File: src/rtl/unified_mem_arbiter_if.sv
// Bus bundle between the IF/MEM pipeline stages, the shared memory and the arbiter.
// Requests are level-held; each one completes with a single-cycle *_valid pulse and *_stall tracks req & ~valid.
interface unified_mem_arbiter_if #(
   parameter int ADDR_W = 32,
   parameter int DATA_W = 32
);
   logic              if_req;
   logic [ADDR_W-1:0] if_addr;
   logic [DATA_W-1:0] if_rdata;
   logic              if_valid;
   logic              if_stall;

   logic              dm_req;
   logic              dm_we;
   logic [ADDR_W-1:0] dm_addr;
   logic [DATA_W-1:0] dm_wdata;
   logic [DATA_W-1:0] dm_rdata;
   logic              dm_valid;
   logic              dm_stall;

   logic              mem_en;
   logic              mem_we;
   logic [ADDR_W-1:0] mem_addr;
   logic [DATA_W-1:0] mem_wdata;
   logic [DATA_W-1:0] mem_rdata;

   modport slave (
      input  if_req, if_addr, dm_req, dm_we, dm_addr, dm_wdata, mem_rdata,
      output if_rdata, if_valid, if_stall, dm_rdata, dm_valid, dm_stall,
             mem_en, mem_we, mem_addr, mem_wdata
   );

   modport master (
      output if_req, if_addr, dm_req, dm_we, dm_addr, dm_wdata, mem_rdata,
      input  if_rdata, if_valid, if_stall, dm_rdata, dm_valid, dm_stall,
             mem_en, mem_we, mem_addr, mem_wdata
   );
endinterface

File: src/rtl/unified_mem_arbiter.sv
// Arbitrates a single-ported unified memory between instruction fetch and data access,
// sequencing one transaction at a time: IDLE -> ISSUE -> (WAIT) -> RESP.
module unified_mem_arbiter #(
   parameter int ADDR_W        = 32,
   parameter int DATA_W        = 32,
   parameter int MEM_LATENCY   = 2,
   parameter int IF_STARVE_MAX = 4
) (
   input  logic                    i_clk,
   input  logic                    i_rst_n,
   unified_mem_arbiter_if.slave    bus,
   output logic [1:0]              dbg_state
);
   typedef enum logic [1:0] {IDLE, ISSUE, WAIT, RESP} state_t;

   localparam int CNT_W = (MEM_LATENCY > 1) ? $clog2(MEM_LATENCY) : 1;
   localparam int STV_W = $clog2(IF_STARVE_MAX + 1);
   localparam logic [CNT_W-1:0] WAIT_LOAD = CNT_W'(MEM_LATENCY - 1);
   localparam logic [STV_W-1:0] STV_MAX   = STV_W'(IF_STARVE_MAX);

   state_t            state_q, state_d;
   logic [CNT_W-1:0]  wait_q;
   logic [STV_W-1:0]  starve_q;
   logic              grant_dm_q;
   logic              we_q;
   logic [ADDR_W-1:0] addr_q;
   logic [DATA_W-1:0] wdata_q;
   logic [DATA_W-1:0] if_rdata_q;
   logic [DATA_W-1:0] dm_rdata_q;
   logic              grant;
   logic              pick_dm;

   always_comb begin
      state_d = state_q;
      grant   = (state_q == IDLE) && (bus.if_req || bus.dm_req);
      // DM is the older instruction, so it wins ties until IF has been passed over too often.
      pick_dm = bus.dm_req && !(bus.if_req && (starve_q == STV_MAX));
      case (state_q)
         IDLE:    if (grant) state_d = ISSUE;
         ISSUE:   state_d = we_q ? RESP : WAIT;
         WAIT:    if (wait_q == '0) state_d = RESP;
         RESP:    state_d = IDLE;
         default: state_d = IDLE;
      endcase
   end

   always_ff @(posedge i_clk or negedge i_rst_n) begin
      if (!i_rst_n) begin
         state_q    <= IDLE;
         wait_q     <= '0;
         starve_q   <= '0;
         grant_dm_q <= 1'b0;
         we_q       <= 1'b0;
         addr_q     <= '0;
         wdata_q    <= '0;
         if_rdata_q <= '0;
         dm_rdata_q <= '0;
      end else begin
         state_q <= state_d;
         if (grant) begin
            grant_dm_q <= pick_dm;
            we_q       <= pick_dm && bus.dm_we;
            addr_q     <= pick_dm ? bus.dm_addr : bus.if_addr;
            wdata_q    <= pick_dm ? bus.dm_wdata : '0;
            if (pick_dm) begin
               if (bus.if_req && (starve_q != STV_MAX)) starve_q <= starve_q + STV_W'(1);
            end else begin
               starve_q <= '0;
            end
         end
         if (state_q == ISSUE) wait_q <= WAIT_LOAD;
         if (state_q == WAIT) begin
            if (wait_q == '0) begin
               if (grant_dm_q) dm_rdata_q <= bus.mem_rdata;
               else            if_rdata_q <= bus.mem_rdata;
            end else begin
               wait_q <= wait_q - CNT_W'(1);
            end
         end
      end
   end

   assign bus.mem_en    = (state_q == ISSUE);
   assign bus.mem_we    = (state_q == ISSUE) && we_q;
   assign bus.mem_addr  = addr_q;
   assign bus.mem_wdata = wdata_q;
   assign bus.if_rdata  = if_rdata_q;
   assign bus.dm_rdata  = dm_rdata_q;
   assign bus.if_valid  = (state_q == RESP) && !grant_dm_q;
   assign bus.dm_valid  = (state_q == RESP) && grant_dm_q;
   assign bus.if_stall  = bus.if_req && !bus.if_valid;
   assign bus.dm_stall  = bus.dm_req && !bus.dm_valid;
   assign dbg_state     = state_q;
endmodule

File: src/flat_wrapper.sv
// flat-port wrapper written by rule: the top's interface ports become plain ports
module unified_mem_arbiter_flat 
#(
   parameter int ADDR_W        = 32,
   parameter int DATA_W        = 32,
   parameter int MEM_LATENCY   = 2,
   parameter int IF_STARVE_MAX = 4
)
  (i_clk, i_rst_n, dbg_state, bus_if_req, bus_if_addr, bus_dm_req, bus_dm_we, bus_dm_addr, bus_dm_wdata, bus_mem_rdata, bus_if_rdata, bus_if_valid, bus_if_stall, bus_dm_rdata, bus_dm_valid, bus_dm_stall, bus_mem_en, bus_mem_we, bus_mem_addr, bus_mem_wdata);
  unified_mem_arbiter_if #(.ADDR_W(ADDR_W), .DATA_W(DATA_W)) bus_i ();
  input  logic i_clk;
  input  logic i_rst_n;
  output logic [1:0] dbg_state;
  input wire logic [$bits(bus_i.if_req)-1:0] bus_if_req;
  input wire logic [$bits(bus_i.if_addr)-1:0] bus_if_addr;
  input wire logic [$bits(bus_i.dm_req)-1:0] bus_dm_req;
  input wire logic [$bits(bus_i.dm_we)-1:0] bus_dm_we;
  input wire logic [$bits(bus_i.dm_addr)-1:0] bus_dm_addr;
  input wire logic [$bits(bus_i.dm_wdata)-1:0] bus_dm_wdata;
  input wire logic [$bits(bus_i.mem_rdata)-1:0] bus_mem_rdata;
  output wire logic [$bits(bus_i.if_rdata)-1:0] bus_if_rdata;
  output wire logic [$bits(bus_i.if_valid)-1:0] bus_if_valid;
  output wire logic [$bits(bus_i.if_stall)-1:0] bus_if_stall;
  output wire logic [$bits(bus_i.dm_rdata)-1:0] bus_dm_rdata;
  output wire logic [$bits(bus_i.dm_valid)-1:0] bus_dm_valid;
  output wire logic [$bits(bus_i.dm_stall)-1:0] bus_dm_stall;
  output wire logic [$bits(bus_i.mem_en)-1:0] bus_mem_en;
  output wire logic [$bits(bus_i.mem_we)-1:0] bus_mem_we;
  output wire logic [$bits(bus_i.mem_addr)-1:0] bus_mem_addr;
  output wire logic [$bits(bus_i.mem_wdata)-1:0] bus_mem_wdata;
  assign bus_i.if_req = bus_if_req;
  assign bus_i.if_addr = bus_if_addr;
  assign bus_i.dm_req = bus_dm_req;
  assign bus_i.dm_we = bus_dm_we;
  assign bus_i.dm_addr = bus_dm_addr;
  assign bus_i.dm_wdata = bus_dm_wdata;
  assign bus_i.mem_rdata = bus_mem_rdata;
  assign bus_if_rdata = bus_i.if_rdata;
  assign bus_if_valid = bus_i.if_valid;
  assign bus_if_stall = bus_i.if_stall;
  assign bus_dm_rdata = bus_i.dm_rdata;
  assign bus_dm_valid = bus_i.dm_valid;
  assign bus_dm_stall = bus_i.dm_stall;
  assign bus_mem_en = bus_i.mem_en;
  assign bus_mem_we = bus_i.mem_we;
  assign bus_mem_addr = bus_i.mem_addr;
  assign bus_mem_wdata = bus_i.mem_wdata;
  unified_mem_arbiter #(.ADDR_W(ADDR_W), .DATA_W(DATA_W), .MEM_LATENCY(MEM_LATENCY), .IF_STARVE_MAX(IF_STARVE_MAX)) u_core (.i_clk(i_clk), .i_rst_n(i_rst_n), .bus(bus_i), .dbg_state(dbg_state));
endmodule
File: config.mk
export PLATFORM = sky130hd
export DESIGN_NAME = unified_mem_arbiter_flat
export DESIGN_NICKNAME = d
export VERILOG_FILES = /design/src/rtl/unified_mem_arbiter_if.sv /design/src/rtl/unified_mem_arbiter.sv /design/src/flat_wrapper.sv
export SDC_FILE = /design/constraint.sdc
export NUM_CORES = 1
export LEC_CHECK = 0
export ABC_CLOCK_PERIOD_IN_PS = 2000
export CORE_UTILIZATION = 40
export CTS_CLUSTER_DIAMETER = 50
export DETAILED_ROUTE_END_ITERATION = 16
export PLACE_DENSITY_LB_ADDON = 0.1
export RECOVER_POWER = 50
export SYNTH_ARGS = -nofsm -noshare
export SYNTH_HDL_FRONTEND = slang
export SYNTH_SLANG_ARGS = --single-unit
File: constraint.sdc
create_clock -name i_clk -period 2 [get_ports i_clk]
set_input_delay 0.3 -clock i_clk [delete_from_list [all_inputs] [get_ports i_clk]]
set_output_delay 0.3 -clock i_clk [all_outputs]
set_load 0.03 [all_outputs]
# Word-level counts from Yosys, hierarchy flattened
# Cells that the tools add are included.
# classes
n_eq_ne,8
bitwise,2
n_reduce_logical,20
mux,11
n_addsub,2
# op_table
cell,n
$mux W32,2
$logic_and A1 B1 Y1,10
$pmux W2 S4,1
$mux W3,2
$reduce_and A3 Y1,2
$eq A2 B2 Y1 const B,2
$logic_not A1 Y1,4
$mux W1,4
$mux W2,2
$ne A2 B2 Y1 const B,2
$reduce_and A2 Y1,2
$add A3 B1 Y3 const B,1
$eq A3 B3 Y1 const B,1
$ne A3 B3 Y1 const B,1
$eq A2 B1 Y1 const B,1
$logic_not A2 Y1,1
$ne A2 B1 Y1 const B,1
$not A1 Y1,2
$logic_or A1 B1 Y1,1
$sub A1 B1 Y1 const B,1
# word_totals
input_bits,133
output_inout_bits,136
wordCells,52
regBits,136

# Depth between registers and ports, before layout
# depth
word_depth,6
ltp_mapped,7

# Worst setup path before layout
# Ideal clock, no wire load.
# synth_path
kind,reg2reg
startpoint,reg u_core.state_q[0] (netlist: u_core.dbg_state[0])
endpoint,reg u_core.if_rdata_q[0] (netlist: u_core.bus.if_rdata[0])
path_stages_with_launch,6
path_slack_ps,121
period_less_slack_ps,1879
t_arrival_ps,1754
path_buffers,1
cell_sequence,dfrtp_1 inv_1 ha_1 nor3b_2 buf_2 mux2_2
# synth_via
elab_chain_cells,2
# synth_lines
element,line,source
from (decl),unified_mem_arbiter.sv:21,"state_t state_q, state_d;"
from (signal assigned),unified_mem_arbiter.sv:59,state_q <= state_d;
$eq A2 B2 Y1,unified_mem_arbiter.sv:72,if (state_q == WAIT) begin
$reduce_and A3 Y1 (no source line),--,
to (signal assigned),unified_mem_arbiter.sv:75,else if_rdata_q <= bus.mem_rdata;
to (decl),unified_mem_arbiter.sv:28,logic [DATA_W-1:0] if_rdata_q;
# Every way passes these cells.
# A chain may end at the register's enable or synchronous reset.

# Worst setup path in the final report
# layout_path
startpoint,reg u_core.state_q[1] (netlist: u_core.dbg_state[1])
endpoint,out bus_mem_en
# layout_via
elab_chain_cells,1
# layout_lines
element,line,source
$eq A2 B1 Y1,unified_mem_arbiter.sv:83,assign bus.mem_en = (state_q == ISSUE);
to (decl),flat_wrapper.sv:27,output wire logic [$bits(bus_i.mem_en)-1:0] bus_mem_en;
# Every way passes these cells.

==> run metrics <==
GRT Resource Usage Total=22.0%; Most used DFF post-synth=dfrtp_1; DR WL/cell=between 15 and 20 um; clk_skew=8.72 ps; area of the die=0.0146 mm^2; number of global-route vias before repair=4756; top-count cell post-synth=dfrtp_1; CP endpoint kind=output pin; clk slew on worst S/H paths=60 ps; Top-Level Pins=269; share of layout cells above drive strength 1=17.5%; multiplexer area fraction after synthesis=13.1%; Detail Route Antenna Nets=0; status=finished clean; Hold WC Path Type=in2reg; final net count=~850; drt drc=0; Pleak=3.82 nW; largest net degree at the start of global routing=slightly below 60; Synth area leaders=dfrtp_1 (60%), mux2_2 (13%), a22o_1 (5.3%); port bufs=268; FF+latch count, synth=136; Slowest cell on crit path=dlygate4sd2_1; Die X-Extent=121 um; first drt pass iteration count=4; simple logic cell fraction of the synthesized area=9.88%; Yosys top cell area share=60.1%; top cells by instance count after synthesis=dfrtp_1 (136), nand2_1 (67), mux2_2 (65); Crit path max-delay family=buffers and inverters; synthesis-to-layout area growth=61.5%; Synth Area per Inst=12.9 um^2; setup bufs post-CTS=0; initial core utilization=41.0%; worst-margin pin slew=approximately 1300 ps; Synth Area in Adders=1.55%; Diodes inserted=0; Hold Violations, Final=0; global-route wire length before repair=24600 um; Worst Path Max Fanout=6; final core utilization=66.1%; mapped cell area=0.00566 mm^2; initial antenna violation count=0; Critical Path Max Stage Delay=440 ps; critical path, cell by cell=inv_1, ha_1, dlygate4sd2_1; post-synthesis sequential area ratio=60.1%; Layout Cells excl Fill=905; WP buf/inv=2; post-detail-place hpwl=11100 um; critical path required time=1700 ps; Critical Path Start Type=register; Synth warnings=0; Syn Inst Count=440; Via density=5.11; XOR/XNOR Fraction of Synth Area=0%; Max Fclk=0.526 GHz; routed wire length=around 16000 um; core area=0.0138 mm^2; Placed Instances=~870; Synth Net Count=580; peak supply drop=0.883 mV; unique cell type count in the Yosys netlist=33; GP Congestion=0.796; CTS Sinks=136; htree depth=4; final-report setup violation count=0; pins over their slew limit=0; clk root buf=clkbuf_16; setup tns final=0 ps; Final period util=95.0%; Vias=4627; final worst path period need=around 1900 ps; Remaining Overflow, GRT=0; relative slew slack=about 16%; Iter 0 DRT Violations=roughly 230; Clock Latency Late Sink=roughly 410 ps; worst slack, placed=approximately 200 ps; PD cells=approximately 1800 mW/mm^2; Async SR Flop Fraction=100%; CP Data Arrival Time=1600 ps; WS Path Type=reg2out; largest family of logic cells by synthesized area=multiplexers; CTS Buf Count=17; number of synthesized flops with an enable pin=0; complex-gate fraction of the synthesized area=between 10% and 20%; TritonCTS clock tree=built; clk buf depth=2; fin worst setup slack=slightly below 100 ps; # rows=43; Maximum Capacitance Violations=0; chip height=between 100 and 150 um; Synth area leader=dfrtp_1; RSZ-0062 raised after global routing=false
-- final timing paths --
kind / from / end / slack (ps) / depth (start not counted)
min reg2reg: u_core.we_q / u_core.we_q / 490 / 1
max reg2reg: u_core.dbg_state[0] / u_core.bus.dm_rdata[26] / 180 / 5
min: bus_if_addr[7] / u_core.bus.mem_addr[7] / 460 / 3
min in group asynchronous: i_rst_n / u_core.bus.dm_rdata[15] / 710 / 2
max in group asynchronous: i_rst_n / u_core.wait_q / 320 / 3
max: u_core.dbg_state[1] / bus_mem_en / 100 / 3
-- stage by stage --
step / power [mW] / hold slack, ps / area [um^2]
after floorplan: 9.86 / 4.41 / 5660
after global placement: 13.4 / 301 / 8600
after detailed placement: 13.7 / 298 / 8600
after CTS: 16.8 / 432 / 9200
after global routing: 17.4 / 457 / 9150
final: 16.5 / 455 / 9150
-- sequential cells by signal, summed over array words and instances (netlist names) --
name / count
u_core.starve_q: 3
u_core.bus.mem_wdata: 32
u_core.grant_dm_q: 1
u_core.bus.mem_addr: 32
u_core.dbg_state: 2
u_core.wait_q: 1
u_core.bus.if_rdata: 32
u_core.we_q: 1
u_core.bus.dm_rdata: 32
-- cell families (layout without fill, tap and decap cells) --
kind of cell             Yosys count  after routing
adder cells (fa/ha/maj)            7              7
AO/OA/AOI/OAI                     75             75
multiplexers                      66             66
buffers and inverters             40            325
flip-flops                       136            136
AND/OR/NAND/NOR                  116            116
-- final cells by class --
type                            count  area [um^2]
Clock buffer                       17          425
Clock inverter                     15          168
Fill cell                        1080         4680
Inverter                            5         18.8
Multi-Input combinational cell    264         2030
Sequential cell                   136         3400
Tap cell                          180          225
Timing Repair Buffer              288         2870
-- per-layer routing --
| layer | global-route usage (%) | part of all wire, % | wire length (um) | vias up |
|---|---|---|---|---|
| met5 | 0 | 0 | 0 | - |
| met4 | 8.64 | 1.5 | 238 | 0 |
| met3 | 6.77 | 8.3 | 1320 | 16 |
| met2 | 36.4 | 49 | 7760 | 186 |
| met1 | 26.9 | 41 | 6440 | 2279 |
| li1 | - | - | - | 2146 |
-- worst min-delay path: cells and delay by family --
family | cells | cell delay (ps)
AOI/OAI and AO/OA | 1 | 70
and+or+nand+nor | 1 | 50
buffers and inverters | 1 | 390
-- cells in the final DEF, fill, tap and decap left out, types with 2 or more instances in the layout --
cell type and instances:
mux2_2 64, inv_1 5, a22o_1 34, ha_1 7
buf_12 4, inv_6 4, clkinvlp_4 4, dfrtp_1 136
and2_1 3, o21ai_0 2, clkinv_4 3, dlygate4sd3_1 25
nand2_1 67, clkdlybuf4s50_1 237, dlygate4sd2_1 2, o211ai_2 5
nand4_1 33, buf_4 14, nor2b_1 3, clkbuf_16 17
bufinv_16 2, o211ai_1 27, buf_2 2, nor2_1 3
-- power by group --
group,total [mW],internal [mW],switching (mW)
sequential,4.84,4.10,0.743
clock,3.09,1.86,1.23
combinational,8.58,3.79,4.79
total,16.5,9.75,6.76
-- what timing repair did --
action / CTS / global route
hold endpoints to repair: 53 / 0
gates resized for setup: 3 / 1
cloned: 0 / 0
pin swaps: 0 / 0
setup endpoints to repair: 3 / 1
hold buffers: 1 / 0
Note: power is estimated with default switching activity, not from simulation.
